<file path="src/rtl/immediate_field_encoder.sv">
// immediate_field_encoder
// Packs a 32-bit immediate or branch target into the simm13 / simm7 /
// disp22 / disp30 field of a SPARC-format instruction template. Two-stage
// valid/ready pipeline: stage 1 computes field + range/alignment flags,
// stage 2 merges the field into the template. Both stages advance on a
// single enable, so bubbles are kept and throughput is one word per cycle.
// Optional build macro: ERR_DROP_EN -- when defined, words with any error are
// dropped at stage 2 (counted at load time) instead of being delivered.
module immediate_field_encoder #(
   parameter int CNT_W  = 8,
   parameter bit PC_REL = 1'b1
) (
   input  logic             Clk,
   input  logic             Reset_n,
   input  logic             In_Valid,
   output logic             In_Ready,
   input  logic [1:0]       Kind,
   input  logic [31:0]      Value,
   input  logic [31:0]      Pc,
   input  logic [31:0]      Base,
   output logic             Out_Valid,
   input  logic             Out_Ready,
   output logic [31:0]      Word,
   output logic             Range_Err,
   output logic             Align_Err,
   output logic [CNT_W-1:0] Err_Count
);

   localparam logic [1:0] K_SIMM13 = 2'b00;
   localparam logic [1:0] K_SIMM7  = 2'b01;
   localparam logic [1:0] K_DISP22 = 2'b10;
   localparam logic [1:0] K_DISP30 = 2'b11;

   // True when every bit of the slice is identical (sign-extension check).
   function automatic logic all_same(input logic [25:0] bits, input logic [25:0] mask);
      all_same = ((bits & mask) == 26'd0) || ((bits & mask) == mask);
   endfunction

   logic        en_s;
   logic [31:0] delta_s;
   logic [29:0] field_s;
   logic        range_s;
   logic        align_s;

   logic        s1_valid_q;
   logic [1:0]  s1_kind_q;
   logic [29:0] s1_field_q;
   logic        s1_range_q;
   logic        s1_align_q;
   logic [31:0] s1_base_q;

   logic        out_valid_q, out_valid_d;
   logic [31:0] word_q, word_d;
   logic        range_q, range_d;
   logic        align_q, align_d;
   logic [CNT_W-1:0] cnt_q, cnt_d;
   logic        cnt_inc_s;
   logic        s1_err_s;

   // Template bits that every kind overwrites or leaves to the caller.
   logic unused_base_s;
   assign unused_base_s = ^{s1_base_q[13], s1_base_q[6:0]};

   assign en_s     = Out_Ready || !out_valid_q;
   assign In_Ready = en_s;
   assign s1_err_s = s1_range_q || s1_align_q;

   // Stage 1: offset calculation, field extraction and range/alignment flags.
   always_comb begin
      delta_s = Value;
      field_s = 30'd0;
      range_s = 1'b0;
      align_s = 1'b0;
      if (PC_REL && Kind[1]) begin
         delta_s = Value - Pc;
      end else begin
         delta_s = Value;
      end
      case (Kind)
         K_SIMM13: begin
            field_s = {17'd0, Value[12:0]};
            range_s = !all_same({6'd0, Value[31:12]}, 26'h00FFFFF);
         end
         K_SIMM7: begin
            field_s = {23'd0, Value[6:0]};
            range_s = !all_same(Value[31:6], 26'h3FFFFFF);
         end
         K_DISP22: begin
            field_s = {8'd0, delta_s[23:2]};
            range_s = !all_same({17'd0, delta_s[31:23]}, 26'h00001FF);
            align_s = (delta_s[1:0] != 2'b00);
         end
         K_DISP30: begin
            field_s = delta_s[31:2];
            align_s = (delta_s[1:0] != 2'b00);
         end
         default: begin
            field_s = 30'd0;
         end
      endcase
   end

   // Stage 1 register: capture computed field, flags and template.
   always_ff @(posedge Clk or negedge Reset_n) begin
      if (!Reset_n) begin
         s1_valid_q <= 1'b0;
         s1_kind_q  <= 2'b00;
         s1_field_q <= 30'd0;
         s1_range_q <= 1'b0;
         s1_align_q <= 1'b0;
         s1_base_q  <= 32'd0;
      end else if (en_s) begin
         s1_valid_q <= In_Valid;
         s1_kind_q  <= Kind;
         s1_field_q <= field_s;
         s1_range_q <= range_s;
         s1_align_q <= align_s;
         s1_base_q  <= Base;
      end
   end

   // Stage 2: merge field into template and decide output valid / error count.
   always_comb begin
      word_d = s1_base_q;
      case (s1_kind_q)
         K_SIMM13: word_d = {s1_base_q[31:14], 1'b1, s1_field_q[12:0]};
         K_SIMM7:  word_d = {s1_base_q[31:14], 1'b1, s1_base_q[12:7], s1_field_q[6:0]};
         K_DISP22: word_d = {s1_base_q[31:22], s1_field_q[21:0]};
         K_DISP30: word_d = {s1_base_q[31:30], s1_field_q};
         default:  word_d = s1_base_q;
      endcase
      range_d = s1_valid_q && s1_range_q;
      align_d = s1_valid_q && s1_align_q;
`ifdef ERR_DROP_EN
      out_valid_d = s1_valid_q && !s1_err_s;
      cnt_inc_s   = en_s && s1_valid_q && s1_err_s;
`else
      out_valid_d = s1_valid_q;
      cnt_inc_s   = out_valid_q && Out_Ready && (range_q || align_q);
`endif
      if (cnt_inc_s && (cnt_q != {CNT_W{1'b1}})) begin
         cnt_d = cnt_q + {{(CNT_W-1){1'b0}}, 1'b1};
      end else begin
         cnt_d = cnt_q;
      end
   end

   // Stage 2 register: output word and flags hold while stalled.
   always_ff @(posedge Clk or negedge Reset_n) begin
      if (!Reset_n) begin
         out_valid_q <= 1'b0;
         word_q      <= 32'd0;
         range_q     <= 1'b0;
         align_q     <= 1'b0;
      end else if (en_s) begin
         out_valid_q <= out_valid_d;
         word_q      <= word_d;
         range_q     <= range_d;
         align_q     <= align_d;
      end
   end

   // Saturating count of erroneous words.
   always_ff @(posedge Clk or negedge Reset_n) begin
      if (!Reset_n) begin
         cnt_q <= {CNT_W{1'b0}};
      end else begin
         cnt_q <= cnt_d;
      end
   end

   assign Out_Valid = out_valid_q;
   assign Word      = word_q;
   assign Range_Err = range_q;
   assign Align_Err = align_q;
   assign Err_Count = cnt_q;

endmodule

</file>
<file path="config.mk">
export PLATFORM = sky130hd
export DESIGN_NAME = immediate_field_encoder
export DESIGN_NICKNAME = d
export VERILOG_FILES = /design/src/rtl/immediate_field_encoder.sv
export SDC_FILE = /design/constraint.sdc
export NUM_CORES = 1
export LEC_CHECK = 0
export CAP_MARGIN = 20
export CELL_PAD_IN_SITES_DETAIL_PLACEMENT = 1
export CELL_PAD_IN_SITES_GLOBAL_PLACEMENT = 1
export CORE_MARGIN = 4
export CORE_UTILIZATION = 38
export CTS_CLUSTER_SIZE = 25
export DETAILED_ROUTE_END_ITERATION = 6
export PLACE_DENSITY_LB_ADDON = 0.1
export SYNTH_ARGS = -nofsm -noshare
export SYNTH_HDL_FRONTEND = slang
export SYNTH_SLANG_ARGS = --single-unit
</file>
<file path="constraint.sdc">
create_clock -name Clk -period 2.1 [get_ports Clk]
set_input_delay 0.21 -clock Clk [delete_from_list [all_inputs] [get_ports Clk]]
set_output_delay 0.21 -clock Clk [all_outputs]
set_load 0.03 [all_outputs]
</file>
==> run summary <==
The number of antenna-violating nets in the routed design came out at 0. The leakage power figure came out at 4.98 nW. For the pin with the worst max-slew slack, the measured transition is 0.587 ns. The count of placed standard cells in the final layout, fillers left out is 1336. Entering global routing, the biggest net connects 63 pins.

The CTS buffer count came out at 9. The H-tree depth reported by CTS came out at 3. The starting utilization of the core area came out at 39.1%. The worst-case register-to-register setup slack came out at 0.35 ns.

The checks that failed: negative setup slack. The clock passes through at most 2 buffers. The HPWL after detailed placement is 19200 microns. The die is 139 microns tall. Counting distinct cell types in the post-synthesis netlist gives 66. The I/O pin total is 146. The die outline area is 0.0193 sq mm.

The flow ran to the end, but the final reports show violations. The number of slew-limit violations in the final report came to 0. The number of warning messages in the yosys log is 0. Of the total synthesized cell area, the portion taken by XOR and XNOR cells is 4.54%. The peak per-stage delay on the critical path came out at 0.38 ns. The areal power density over the cells is 721 mW/mm^2. The post-detailed-placement cell area came out at 0.00937 sq mm. The share of the yosys chip area belonging to registers came out at 39.1%. The final worst-path cycle share is 122%.

The maximum ir drop on the vdd rail came out at 0.521 mV. From synthesis to final layout, the design area changed by 64.5%. The total power consumption of the routed design came out at 0.00775 W. The total overflow reported by the global router is 0. TritonCTS built the clock tree.

The number of nets in the synthesized netlist is 929. In this run the mean area of a mapped cell was 8.23 sq um. After synthesis, the largest family of logic cells by area is simple AND/OR/NAND/NOR gates. The total placed cells including tap cells is 1272. The final routed wirelength across all metal layers is 28800 microns. After floorplanning, the core was divided into 47 placement rows. For the final database, setup skew stands at 0.0109 ns. The share of synthesized flip-flops with an asynchronous set or reset is 100%. The synthesized netlist devotes 22.2% of its cell area to simple gates. The worst setup path is of the primary input to register kind. The cell count after synthesis came out at 794.

The final number of setup-violating endpoints is 12. The congestion estimate from routability-driven global placement came to 0.898. The critical path arrival is 2.79 ns. The iteration-0 DRC count of the detailed router is 380.

The dominant delay contributor by cell family on the critical path is compound AO/OA/AOI/OAI gates. The count of endpoints failing hold in the final timing report is 0. The number of buffers and inverters on the critical path is 2.

The routed layout has 7351 vias. The share of synthesized area spent on multiplexers is 4.62%. The post-CTS clock slew at the launch and capture registers of the worst setup and hold paths came out at 0.07 ns. For the finished layout, the period the worst path requires is 2.56 ns. The tightest min-delay check is of the primary input to register type. The average detailed-routed wire length per instance is 21.6 microns. The worst setup path is captured at a register. The number of filler cells placed in the layout came out at 1895. The master of the slowest instance on the critical path is sky130_fd_sc_hd__a2111oi_4. The CTS sink count is 102.

The adder and majority cell fraction of the synthesized area is 6.44%. The number of port buffers came out at 137. The worst-skew pair later-pin latency came out at 0.34 ns. In this run, synthesis produced a sequential element count of 102.

The overall die width is 139 microns. The total iterations of the first detailed-routing run came out at 4. In the post-route analysis, the smallest setup slack over all paths is -0.461 ns. Walking the worst path, the cells encountered are buf_12, inv_12, ha_4, fa_2, nand2b_4, a21o_1, a2111oi_4, o21ai_2, a211oi_4, or2_4, o221ai_2, nor3_2, a41o_1, a21oi_2. The residual DRC count came out at 0. The number of global-route vias before repair came out at 7947.

The worst slew margin relative to its limit is 60.9%. The global-route wire length before repair is 43600 microns. Setup repair after global routing could not meet its margin everywhere. The compound-cell area share of the yosys netlist is 17.5%. The maximum clock frequency came out at 0.391 GHz.

Yosys mapped a number of flops with a built-in enable equal to 0. The number of max-capacitance violations reported came out at 0. The overall routing resource usage is 28.0%. The clock tree root buffer cell is sky130_fd_sc_hd__clkbuf_16.

The required time of the critical path came out at 2.33 ns. The number of antenna diodes in the final layout is 0. The number of nets in the final layout came out at 1246. Prior to clock tree synthesis, the placed netlist has a worst setup slack of -1.38 ns.

In the final layout, the share of cells above drive strength 1 is 38.2%. The area of the core came out at 0.0167 sq mm. After routing the design area is 0.0107 sq mm.

The primary flip-flop cell chosen by synthesis mapping is sky130_fd_sc_hd__dfrtp_1. The number of antenna violations at the first check in global routing is 0. The post-detailed-route via-to-cell ratio is 5.50.

The mapped netlist covers 0.00653 sq mm. Across all hold checks on the routed design, the worst slack comes to 0.218 ns. STA classifies the critical path startpoint as a primary input. The largest fanout of any net on the critical path came out at 4.
## cells in the final DEF, fill, tap and decap left out, types with 5 or more instances in the layout
| cell | count |
|---|---|
| sky130_fd_sc_hd__a21oi_1 | 27 |
| sky130_fd_sc_hd__a21o_1 | 9 |
| sky130_fd_sc_hd__dlygate4sd2_1 | 8 |
| sky130_fd_sc_hd__ha_4 | 28 |
| sky130_fd_sc_hd__nor2_1 | 35 |
| sky130_fd_sc_hd__buf_4 | 191 |
| sky130_fd_sc_hd__buf_12 | 5 |
| sky130_fd_sc_hd__nand3_1 | 14 |
| sky130_fd_sc_hd__o21ai_0 | 43 |
| sky130_fd_sc_hd__nor4_1 | 6 |
| sky130_fd_sc_hd__clkdlybuf4s50_1 | 78 |
| sky130_fd_sc_hd__inv_1 | 15 |
| sky130_fd_sc_hd__dfrtp_1 | 102 |
| sky130_fd_sc_hd__nor3_2 | 6 |
| sky130_fd_sc_hd__o21ai_2 | 9 |
| sky130_fd_sc_hd__nor3_1 | 7 |
| sky130_fd_sc_hd__a21oi_2 | 16 |
| sky130_fd_sc_hd__buf_6 | 23 |
| sky130_fd_sc_hd__xnor2_1 | 15 |
| sky130_fd_sc_hd__a22o_1 | 7 |
| sky130_fd_sc_hd__o21ai_1 | 14 |
| sky130_fd_sc_hd__inv_2 | 29 |
| sky130_fd_sc_hd__mux2i_1 | 28 |
| sky130_fd_sc_hd__nand2_1 | 185 |
| sky130_fd_sc_hd__nand4_1 | 24 |
| sky130_fd_sc_hd__o21a_1 | 5 |
| sky130_fd_sc_hd__clkbuf_16 | 9 |
| sky130_fd_sc_hd__nand2_2 | 5 |
| sky130_fd_sc_hd__nand2b_1 | 9 |
| sky130_fd_sc_hd__clkbuf_2 | 31 |
| sky130_fd_sc_hd__buf_2 | 7 |
| sky130_fd_sc_hd__xor2_1 | 10 |
## cells by family after synthesis
family / after synthesis
compound gates: 180
simple gates: 326
buf+inv: 90
mux: 30
xor+xnor: 33
fa+ha+maj: 33
flops: 102
## state kept, by name (all words and copies together), names as in the netlist
register and cells:
out_valid_d 1, s1_range_q 1, Err_Count 8, s1_align_q 1, Align_Err 1, Range_Err 1
Word 32, s1_kind_q 2, s1_field_q 30, Out_Valid 1, s1_base_q 24
## area by class of cell
class,instances,area [sq um],share of cell area [%]
multi-input cells,602,4510,42.0
repair buffers,351,2920,27.2
flip-flops and latches,102,2550,23.8
well taps,220,275,2.56
clock buffers,11,243,2.26
inverters,45,181,1.69
clock inverters,5,63.8,0.594
## cell usage after synthesis, drive strengths merged (4+ instances only)
| library cell | n | area (sq um) |
|---|---|---|
| a22o | 7 | 61.3 |
| o21a | 6 | 45.0 |
| xnor2 | 18 | 158 |
| xor2 | 15 | 139 |
| o21ai | 68 | 340 |
| a21o | 9 | 67.6 |
| clkbuf | 27 | 101 |
| nand4 | 24 | 150 |
| a22oi | 4 | 35.0 |
| nand2b | 10 | 62.6 |
| nand2 | 191 | 719 |
| o21bai | 6 | 45.0 |
| dfrtp | 102 | 2550 |
| nor2b | 5 | 31.3 |
| a211oi | 4 | 35.0 |
| nor4 | 10 | 62.6 |
| nor3 | 13 | 65.1 |
| buf | 18 | 96.4 |
| nor2 | 40 | 150 |
| a221oi | 4 | 35.0 |
| nand3 | 18 | 90.1 |
| mux2i | 29 | 290 |
| a21oi | 44 | 228 |
| a31oi | 6 | 37.5 |
| inv | 45 | 169 |
| ha | 32 | 400 |
| o211ai | 4 | 30.0 |
## metal layers
metal	routed length, microns	track usage (%)	vias to the layer above
li1	-	-	3368
met1	12100	35.5	3706
met2	14900	49.7	221
met3	959	3.14	56
met4	795	9.27	0
met5	0	0	-
## path summary, 6_finish.rpt
path,cells past startpoint,to,start
setup / recovery,14,s1_range_q$_DFFE_PN0P_,Value[0]
max in group asynchronous,3,s1_field_q[9]$_DFFE_PN0P_,Reset_n
hold / removal,3,s1_field_q[0]$_DFFE_PN0P_,Value[0]
hold reg to reg,2,Word[5]$_DFFE_PN0P_,Word[5]$_DFFE_PN0P_
min in group asynchronous,2,Err_Count[6]$_DFFE_PN0P_,Reset_n
setup reg to reg,6,s1_base_q[18]$_DFFE_PN0P_,Out_Valid$_DFFE_PN0P_
## worst register-to-register path, stage by stage, from the launching register on
cell and delay (ns):
sky130_fd_sc_hd__dfrtp_1 0.37, sky130_fd_sc_hd__nor2b_4 0.25, sky130_fd_sc_hd__buf_12 0.30, sky130_fd_sc_hd__inv_2 0.27, sky130_fd_sc_hd__buf_12 0.25, sky130_fd_sc_hd__nand2_1 0.11, sky130_fd_sc_hd__nand2_1 0.08
## what timing repair did
action                     in CTS  in global routing
hold endpoints to repair       30                  0
gates resized for setup       215                138
hold buffers                    1                  0
buffers inserted               33                 20
setup endpoints to repair      26                 23
pin swaps                      86                 68
## through the flow
stage / util (%) / setup TNS, ns
2_1_floorplan: - / -0.948
3_3_place_gp: 56.1 / -19.05
3_5_place_dp: 56.1 / -20.61
4_1_cts: 62.4 / -2.30
5_1_grt: 64.3 / -2.84
6_report: 64.3 / -1.81
## power by group
part	internal, W	leakage [nW]	switching [W]
Sequential	0.00233	1.26	0.000296
Clock	0.000968	0.147	0.000731
Combinational	0.00159	3.57	0.00184
Total	0.00489	4.98	0.00286
Note: power is estimated with default switching activity, not from simulation.
